===== src/rtl/pad_strip_loader_if.sv =====
// Write-side bus of the padded strip loader: raw pixel stream in, buffer writes and status out.
interface pad_strip_if #(
    parameter int AW = 14
);
    logic          start;
    logic          in_valid;
    logic [7:0]    in_data;
    logic          in_ready;
    logic          mem_we;
    logic [AW-1:0] mem_addr;
    logic [7:0]    mem_wdata;
    logic          busy;
    logic          strip_done;

    modport master (
        output start, in_valid, in_data,
        input  in_ready, mem_we, mem_addr, mem_wdata, busy, strip_done
    );

    modport slave (
        input  start, in_valid, in_data,
        output in_ready, mem_we, mem_addr, mem_wdata, busy, strip_done
    );
endinterface


===== src/rtl/pad_strip_loader.sv =====
// Streams one raw strip into the padded window buffer, adding a one-pixel zero border,
// one write per cycle in ascending address order.
//
// state  | meaning
// IDLE   | waiting for start
// TOP    | zero writes for padded row 0
// LPAD   | zero write for column 0 of a data row
// PIX    | raw pixel writes for columns 1..IMG_W, stalls on !in_valid
// RPAD   | zero write for column IMG_W+1 of a data row
// BOT    | zero writes for padded row STRIP_H+1
// DONE   | strip_done pulse, back to IDLE
module pad_strip_loader #(
    parameter int IMG_W   = 256,
    parameter int STRIP_H = 32,
    parameter int AW      = 14
) (
    input  logic        clk,
    input  logic        rst_n,
    pad_strip_if.slave  bus
);
    localparam int CW = $clog2(IMG_W + 2);
    localparam int RW = $clog2(STRIP_H + 2);
    localparam logic [CW-1:0] C_LAST     = CW'(IMG_W + 1);
    localparam logic [CW-1:0] C_PIX_LAST = CW'(IMG_W);
    localparam logic [RW-1:0] R_LAST     = RW'(STRIP_H);
    localparam logic [RW-1:0] R_BOT      = RW'(STRIP_H + 1);

    typedef enum logic [2:0] {
        S_IDLE, S_TOP, S_LPAD, S_PIX, S_RPAD, S_BOT, S_DONE
    } state_t;

    state_t        r_state;
    logic [CW-1:0] r_col;
    logic [RW-1:0] r_row;
    logic [AW-1:0] r_addr;
    logic          r_we;
    logic [AW-1:0] r_mem_addr;
    logic [7:0]    r_wdata;
    logic          r_busy;
    logic          r_done;

    logic          w_pad;
    logic          w_accept;
    logic          w_wr;
    logic [7:0]    w_wdata;

    // Pad states write every cycle; PIX writes only on a handshake.
    assign w_pad    = (r_state == S_TOP) || (r_state == S_LPAD) ||
                      (r_state == S_RPAD) || (r_state == S_BOT);
    assign w_accept = (r_state == S_PIX) && bus.in_valid;
    assign w_wr     = w_pad || w_accept;
    assign w_wdata  = w_accept ? bus.in_data : 8'h00;

    assign bus.in_ready   = (r_state == S_PIX);
    assign bus.mem_we     = r_we;
    assign bus.mem_addr   = r_mem_addr;
    assign bus.mem_wdata  = r_wdata;
    assign bus.busy       = r_busy;
    assign bus.strip_done = r_done;

    always_ff @(posedge clk) begin
        if (!rst_n) begin
            r_state    <= S_IDLE;
            r_col      <= '0;
            r_row      <= '0;
            r_addr     <= '0;
            r_we       <= 1'b0;
            r_mem_addr <= '0;
            r_wdata    <= 8'h00;
            r_busy     <= 1'b0;
            r_done     <= 1'b0;
        end else begin
            r_we   <= w_wr;
            r_busy <= (r_state != S_IDLE) && (r_state != S_DONE);
            r_done <= (r_state == S_DONE);
            // Address and data hold their last value on idle/stall cycles.
            if (w_wr) begin
                r_mem_addr <= r_addr;
                r_wdata    <= w_wdata;
                r_addr     <= r_addr + AW'(1);
            end

            case (r_state)
                S_IDLE: begin
                    if (bus.start) begin
                        r_state <= S_TOP;
                        r_col   <= '0;
                        r_row   <= '0;
                        r_addr  <= '0;
                    end
                end
                S_TOP: begin
                    if (r_col == C_LAST) begin
                        r_col   <= '0;
                        r_row   <= RW'(1);
                        r_state <= S_LPAD;
                    end else begin
                        r_col <= r_col + CW'(1);
                    end
                end
                S_LPAD: begin
                    r_col   <= CW'(1);
                    r_state <= S_PIX;
                end
                S_PIX: begin
                    if (w_accept) begin
                        r_col <= r_col + CW'(1);
                        if (r_col == C_PIX_LAST) begin
                            r_state <= S_RPAD;
                        end
                    end
                end
                S_RPAD: begin
                    r_col <= '0;
                    if (r_row == R_LAST) begin
                        r_row   <= R_BOT;
                        r_state <= S_BOT;
                    end else begin
                        r_row   <= r_row + RW'(1);
                        r_state <= S_LPAD;
                    end
                end
                S_BOT: begin
                    if (r_col == C_LAST) begin
                        r_state <= S_DONE;
                    end else begin
                        r_col <= r_col + CW'(1);
                    end
                end
                S_DONE: begin
                    r_state <= S_IDLE;
                end
                default: begin
                    r_state <= S_IDLE;
                end
            endcase
        end
    end
endmodule


===== src/flat_wrapper.sv =====
// flat-port wrapper written by rule: the top's interface ports become plain ports
module pad_strip_loader_flat 
#(
    parameter int IMG_W   = 256,
    parameter int STRIP_H = 32,
    parameter int AW      = 14
)
  (clk, rst_n, bus_start, bus_in_valid, bus_in_data, bus_in_ready, bus_mem_we, bus_mem_addr, bus_mem_wdata, bus_busy, bus_strip_done);
  pad_strip_if #(.AW(AW)) bus_i ();
  input  logic clk;
  input  logic rst_n;
  input wire logic [$bits(bus_i.start)-1:0] bus_start;
  input wire logic [$bits(bus_i.in_valid)-1:0] bus_in_valid;
  input wire logic [$bits(bus_i.in_data)-1:0] bus_in_data;
  output wire logic [$bits(bus_i.in_ready)-1:0] bus_in_ready;
  output wire logic [$bits(bus_i.mem_we)-1:0] bus_mem_we;
  output wire logic [$bits(bus_i.mem_addr)-1:0] bus_mem_addr;
  output wire logic [$bits(bus_i.mem_wdata)-1:0] bus_mem_wdata;
  output wire logic [$bits(bus_i.busy)-1:0] bus_busy;
  output wire logic [$bits(bus_i.strip_done)-1:0] bus_strip_done;
  assign bus_i.start = bus_start;
  assign bus_i.in_valid = bus_in_valid;
  assign bus_i.in_data = bus_in_data;
  assign bus_in_ready = bus_i.in_ready;
  assign bus_mem_we = bus_i.mem_we;
  assign bus_mem_addr = bus_i.mem_addr;
  assign bus_mem_wdata = bus_i.mem_wdata;
  assign bus_busy = bus_i.busy;
  assign bus_strip_done = bus_i.strip_done;
  pad_strip_loader #(.IMG_W(IMG_W), .STRIP_H(STRIP_H), .AW(AW)) u_core (.clk(clk), .rst_n(rst_n), .bus(bus_i));
endmodule

===== config.mk =====
export PLATFORM = sky130hd
export DESIGN_NAME = pad_strip_loader_flat
export DESIGN_NICKNAME = d
export VERILOG_FILES = /design/src/rtl/pad_strip_loader_if.sv /design/src/rtl/pad_strip_loader.sv /design/src/flat_wrapper.sv
export SDC_FILE = /design/constraint.sdc
export NUM_CORES = 1
export LEC_CHECK = 0
export ABC_AREA = 1
export BUFFER_PORTS_ARGS = -buffer_cell sky130_fd_sc_hd__buf_2
export CORE_UTILIZATION = 29
export DETAILED_ROUTE_END_ITERATION = 16
export MAX_ROUTING_LAYER = met4
export PLACE_DENSITY_LB_ADDON = 0.15
export SYNTH_ARGS = -nofsm -noshare
export SYNTH_HDL_FRONTEND = slang
export SYNTH_SLANG_ARGS = --single-unit

===== constraint.sdc =====
create_clock -name clk -period 1.5 [get_ports clk]
set_input_delay 0.075 -clock clk [delete_from_list [all_inputs] [get_ports clk]]
set_output_delay 0.075 -clock clk [all_outputs]
set_load 0.05 [all_outputs]

### Word level (Yosys, flattened, before mapping)

Cells that the tools add are included.

| word-level totals | value |
|---|---|
| word-level logic and storage cells | 61 |
| output and inout bits | 26 |
| bits in registers | 57 |

| cells by class | value |
|---|---|
| equality and inequality tests | 16 |
| reductions and logical operators | 13 |
| add/sub/neg operators | 3 |
| mux-type cells | 20 |

Operators by type and width:

| cell | number |
|---|---|
| one-hot mux 9 bit (6 select lines) | 1 |
| 2-to-1 mux 14 bit | 3 |
| 2-to-1 mux 9 bit | 4 |
| equality test 9 bit (second input constant) | 2 |
| 2-to-1 mux 3 bit | 6 |
| 2-to-1 mux 6 bit | 3 |
| one-hot mux 3 bit (6 select lines) | 1 |
| one-hot mux 6 bit (3 select lines) | 1 |
| adder 14 x 1 -> 14 bit (second input constant) | 1 |
| adder 9 x 1 -> 9 bit (second input constant) | 1 |
| equality test 3 bit (second input constant) | 3 |
| 2-to-1 mux 8 bit | 1 |
| inequality test 2 bit (second input constant) | 4 |
| adder 6 x 1 -> 6 bit (second input constant) | 1 |
| equality test 3 x 2 -> 1 bit (second input constant) | 2 |
| equality test 6 bit (second input constant) | 1 |
| nonzero test 3 bit | 2 |
| nonzero test 6 bit | 1 |
| AND reduction 5 bit | 1 |
| logical OR 1 bit | 4 |
| inequality test 2 x 1 -> 1 bit (second input constant) | 2 |
| AND reduction 4 bit | 1 |
| equality test 3 x 1 -> 1 bit (second input constant) | 1 |
| zero test 3 bit | 1 |
| 3 further kinds | 4 |

### Depth between registers and ports, before layout

| depth | value |
|---|---|
| depth after elaboration | 8 |
| mapped depth | 11 |
| mapped depth without buffers | 11 |

### Worst setup path before layout

OpenSTA, ideal clock, no wires.

| timing | value |
|---|---|
| path kind | reg-to-reg |
| from | register u_core.r_state[1] |
| to | register u_core.r_addr[11] |
| setup slack | -0.065 ns |
| path buffers | 1 |
| data arrival time | 1.448 ns |
| cell stages (with the launch flop) | 9 |
| path through | dfxtp_1 -> nand2_1 -> nor2_4 -> nand2_1 -> nand3_2 -> buf_4 -> nand4_1 -> o21ai_0 -> nor2_1 |

| on the way | value |
|---|---|
| elaborated cells on any way between the ends | 14 |
| classes of those cells | eq/ne: 5; mux: 3; reduce/logical: 6 |

RTL lines:

| what | line | RTL |
|---|---|---|
| start: declaration | pad_strip_loader.sv:32 | `state_t r_state;` |
| start signal: assignment | pad_strip_loader.sv:63 | `r_state <= S_IDLE;` |
| start signal: assignment | pad_strip_loader.sv:86 | `r_state <= S_TOP;` |
| start signal: assignment | pad_strip_loader.sv:96 | `r_state <= S_LPAD;` |
| equality test 3 x 2 -> 1 bit (*) | n/a |  |
| named net bus_in_ready | flat_wrapper.sv:15 | `output wire logic [$bits(bus_i.in_ready)-1:0] bus_in_ready;` |
| logical AND 1 bit (*) | pad_strip_loader.sv:50 | `assign w_accept = (r_state == S_PIX) && bus.in_valid;` |
| logical OR 1 bit (*) | pad_strip_loader.sv:51 | `assign w_wr = w_pad \|\| w_accept;` |
| 2-to-1 mux 14 bit (*) | pad_strip_loader.sv:77 | `if (w_wr) begin` |
| 2-to-1 mux 14 bit | pad_strip_loader.sv:85 | `if (bus.start) begin` |
| 2-to-1 mux 14 bit (*) | pad_strip_loader.sv:83 | `case (r_state)` |
| end signal: assignment | pad_strip_loader.sv:80 | `r_addr <= r_addr + AW'(1);` |
| end: declaration | pad_strip_loader.sv:35 | `logic [AW-1:0] r_addr;` |

The timed path passes the listed nets; every way through them passes the cells marked *.
A chain may end at the register's enable or synchronous reset.

### Worst setup path in the final report

| timing | value |
|---|---|
| from | register u_core.r_col[1] |
| to | register u_core.r_col[1] |

| on the way | value |
|---|---|
| longest elaborated chain between the ends | 3 |
| elaborated cells on any way between the ends | 8 |
| classes of those cells | add/sub: 1; eq/ne: 2; mux: 4; reduce/logical: 1 |

Ends and longest elaborated chain:

| what | line | RTL |
|---|---|---|
| start: declaration | pad_strip_loader.sv:33 | `logic [CW-1:0] r_col;` |
| start signal: assignment | pad_strip_loader.sv:98 | `r_col <= r_col + CW'(1);` |
| start signal: assignment | pad_strip_loader.sv:107 | `r_col <= r_col + CW'(1);` |
| start signal: assignment | pad_strip_loader.sv:127 | `r_col <= r_col + CW'(1);` |
| adder 9 x 1 -> 9 bit or equality test 9 bit (tied branches) | n/a |  |
| 2-to-1 mux 9 bit, or another cell as far along | pad_strip_loader.sv:124 | `if (r_col == C_LAST) begin` |
| one-hot mux 9 bit (6 select lines) or AND reduction 4 bit (tied branches) | n/a |  |

Parallel ways exist; a longest one is shown, timed or not. The select of a mux whose other input is x is not followed.

==> impl_metrics.json <==
{
  "route.detailed.wl_per_inst_um": 12.6,
  "timing.critical_path.required_ps": 1710,
  "grt_pass1_vias": 2608,
  "drc": 0,
  "cts_tree": "done",
  "global_route.peak_usage_layer": "met2",
  "synthCells": 397,
  "crit_fanout": 4,
  "rows": 35,
  "async_reset_ff_frac": 0,
  "design_area_um2": 3900,
  "drt_iter0_drc": 114,
  "place.detailed.instances": 588,
  "globalRoute.totalOverflow": 0,
  "grtUsageMet1": 0.221,
  "drt-total-wl_um": 7870,
  "gr-usage-all-layers": 0.166,
  "cts_buffers": 9,
  "detail-route-antenna-nets": 0,
  "port_buffers": 37,
  "core_area_um2": 9240,
  "synth_largest_type_area_fraction": 0.413,
  "ctsHtreeMaxLevel": 3,
  "setup_viol": 0,
  "critPathMostFrequentCell": "sky130_fd_sc_hd__nand3_4",
  "ys_types": 27,
  "diodes": 0,
  "edff_count_synth": 0,
  "final_min_period_over_clock_period": 0.952,
  "timing.critical_path.from_type": "flip-flop",
  "worst-slew-pin-transition_ps": 431,
  "routed_via_density": 4.59,
  "slowest_delay_ps": 320,
  "hp-class": "primary input to flip-flop",
  "floorplan.initialDensity": 0.299,
  "place_hpwl_um": 5200,
  "worst_skew_pair.late_latency_ps": 340,
  "slew_violations": 0,
  "cell_type_of_the_slowest_stage_on_the_worst_timing_path": "sky130_fd_sc_hd__dfxtp_2",
  "die_width_um": 99.6,
  "syn_area_per_cell_um2": 6.96,
  "post-synth-top-count-cell": "sky130_fd_sc_hd__nand2_1",
  "period_minus_slack_ps": 1430,
  "finalHoldViolations": 0,
  "timing.setup.tns_ps": 0,
  "pin_count": 38,
  "final_layout_size_suffix_gt1_frac": 0.300,
  "cts.sinks": 57,
  "grt_pass1_wl_um": 12500,
  "timing.slew.headroom": 0.710,
  "main_combinational_cell_family_by_area_after_synthesis": "simple AND/OR/NAND/NOR gates",
  "synthSimpleGateAreaFrac": 0.300,
  "synthAdderAreaFrac": 0.0272,
  "irDropWorstVdd_mv": 0.719,
  "synth_ff_type": "sky130_fd_sc_hd__dfxtp_1",
  "cp_cell_sequence": "inv_2 > ha_4 > nand2_2 > nor2_4 > buf_6 > nand3_4 > nand3_4 > clkinv_2 > nand3_1 > a21oi_1",
  "p_per_area_nw_per_um2": 1210,
  "clockRootBuffer": "sky130_fd_sc_hd__clkbuf_8",
  "max_freq_mhz": 700,
  "status": "completed",
  "pin_count_of_the_biggest_net_entering_global_routing": 26,
  "final_cells": 625,
  "synth_area_in_compound_gates": 0.156,
  "final_net_count": 509,
  "timing.setup.critical_path_class": "flip-flop to flip-flop",
  "netlist_top_cells_count": "sky130_fd_sc_hd__nand2_1 (106), sky130_fd_sc_hd__dfxtp_1 (57), sky130_fd_sc_hd__a21oi_1 (53)",
  "p_leak_nw": 1.62,
  "synthesis.yosys.warnings": 0,
  "synthMuxAreaShare": 0,
  "clockBufferDepth": 2,
  "maxCapViolations": 0,
  "global_route.usage.met3": 0.0253,
  "detailroute.via_count": 2871,
  "num-fill-cells": 959,
  "timing.clock.skew_ps": 8.64,
  "synth_xor_xnor_area_share": 0.0190,
  "design.die.area_um2": 9930,
  "synth_seq_area_share": 0.413,
  "setup.worst_path.end_class": "flip-flop",
  "grtUsageMet2": 0.253,
  "synth.top_cells.by_area": "sky130_fd_sc_hd__dfxtp_1 (41%), sky130_fd_sc_hd__nand2_1 (14%), sky130_fd_sc_hd__a21oi_1 (9.6%), sky130_fd_sc_hd__inv_1 (6.0%), sky130_fd_sc_hd__nand3_1 (5.3%)",
  "clk_pin_slew_worst_paths_ps": 70,
  "dr.pass1.iters": 4,
  "die-height_um": 99.6,
  "synth_nets": 415,
  "arrival_ps": 1640,
  "routabilityCongestion": 0.860,
  "synth.largest_area_cell": "sky130_fd_sc_hd__dfxtp_1",
  "synth_area_um2": 2760,
  "number_of_antenna_violations_at_the_first_check_in_global_routing": 0,
  "postSynthRegisterBits": 57,
  "placed_cell_area_um2": 3320,
  "area.growth.synth_to_final_pct": 41.0
}
==> worst max-delay path, delay by kind of cell (launching register included) <==
kind | cells | cell delay (ps)
AO/OA/AOI/OAI | 1 | 60
adder cells (fa/ha/maj) | 1 | 130
AND/OR/NAND/NOR | 5 | 500
buffers and inverters | 3 | 290
flip-flops | 1 | 320
==> per-stage QoR <==
step / hold WS (ps) / setup WS, ps / utilization / power [W]
CTS: 89.5 / 7.47 / 0.397 / 0.00464
floorplan: 223 / 14.8 / - / 0.00267
finish: 92.8 / 71.8 / 0.422 / 0.00473
global placement: 328 / -84.6 / 0.359 / 0.00305
detailed placement: 335 / -66.0 / 0.359 / 0.00305
global route: 127 / -0.546 / 0.422 / 0.00498
==> state kept, by name, summed over array words and instances, names as in the netlist <==
register               cells
u_core.bus.busy            1
u_core.bus.mem_addr       14
u_core.bus.mem_wdata       8
u_core.bus.mem_we          1
u_core.bus.strip_done      1
u_core.r_addr             14
u_core.r_col               9
u_core.r_row               6
u_core.r_state             3
==> cell families after synthesis <==
family | Yosys count
simple gates | 189
compound gates | 82
buf+inv | 57
flops | 57
xor+xnor | 6
fa+ha+maj | 6
==> report_power, final <==
part | internal (W) | switching [W]
clock | 0.000859 | 0.000648
combinational | 0.000477 | 0.00101
sequential | 0.00166 | 0.0000791
==> layout by cell type, fill, tap and decap left out, drive strengths merged <==
master and n:
dlygate4sd3 8, inv 47, a21oi 54, o21a 1
a31o 1, ha 6, clkbuf 12, buf 81
nor3 9, dfxtp 57, nand2 106, xor2 5
xnor2 1, clkinvlp 1, o21ai 26, clkinv 4
nor4 1, nand4 8, nor2 33, nand3 34
bufinv 1
==> layout make-up <==
| cell class | instances | area (um2) | share of cell area |
|---|---|---|---|
| clock buffers | 12 | 155 | 0.0398 |
| clock inverters | 4 | 51.3 | 0.0132 |
| inverters | 48 | 185 | 0.0475 |
| multi-input cells | 285 | 1580 | 0.406 |
| flip-flops and latches | 57 | 1150 | 0.295 |
| well taps | 129 | 161 | 0.0414 |
| repair buffers | 89 | 607 | 0.156 |
| repair inverters | 1 | 5.00 | 0.00128 |
==> worst paths after layout <==
kind,cells after the start,to,startpoint,slack [ps]
setup / recovery,10,u_core.r_col[1]$_SDFFE_PN0P_,u_core.r_col[1]$_SDFFE_PN0P_,70
setup reg to reg,10,u_core.r_col[1]$_SDFFE_PN0P_,u_core.r_col[1]$_SDFFE_PN0P_,70
hold reg to reg,2,u_core.bus.mem_wdata[7]$_SDFFE_PN0N_,u_core.bus.mem_wdata[7]$_SDFFE_PN0N_,460
hold / removal,4,u_core.r_addr[1]$_SDFF_PN0_,bus_start,90
==> routing by layer <==
metal  vias up  part of all wire
met5         -                 0
met2        45              0.46
li1       1489                 -
met4         0             0.011
met1      1331              0.50
met3         6             0.026
==> timing repair <==
action                                 in CTS  in global routing
hold buffers                                8                  0
pin swaps                                   3                 13
buffers inserted                            2                  8
gates cloned                                1                  2
endpoints found under the hold margin       8                  0
setup endpoints to repair                  29                 54
gates resized for setup                    10                 44
(Power assumes the default switching activity.)
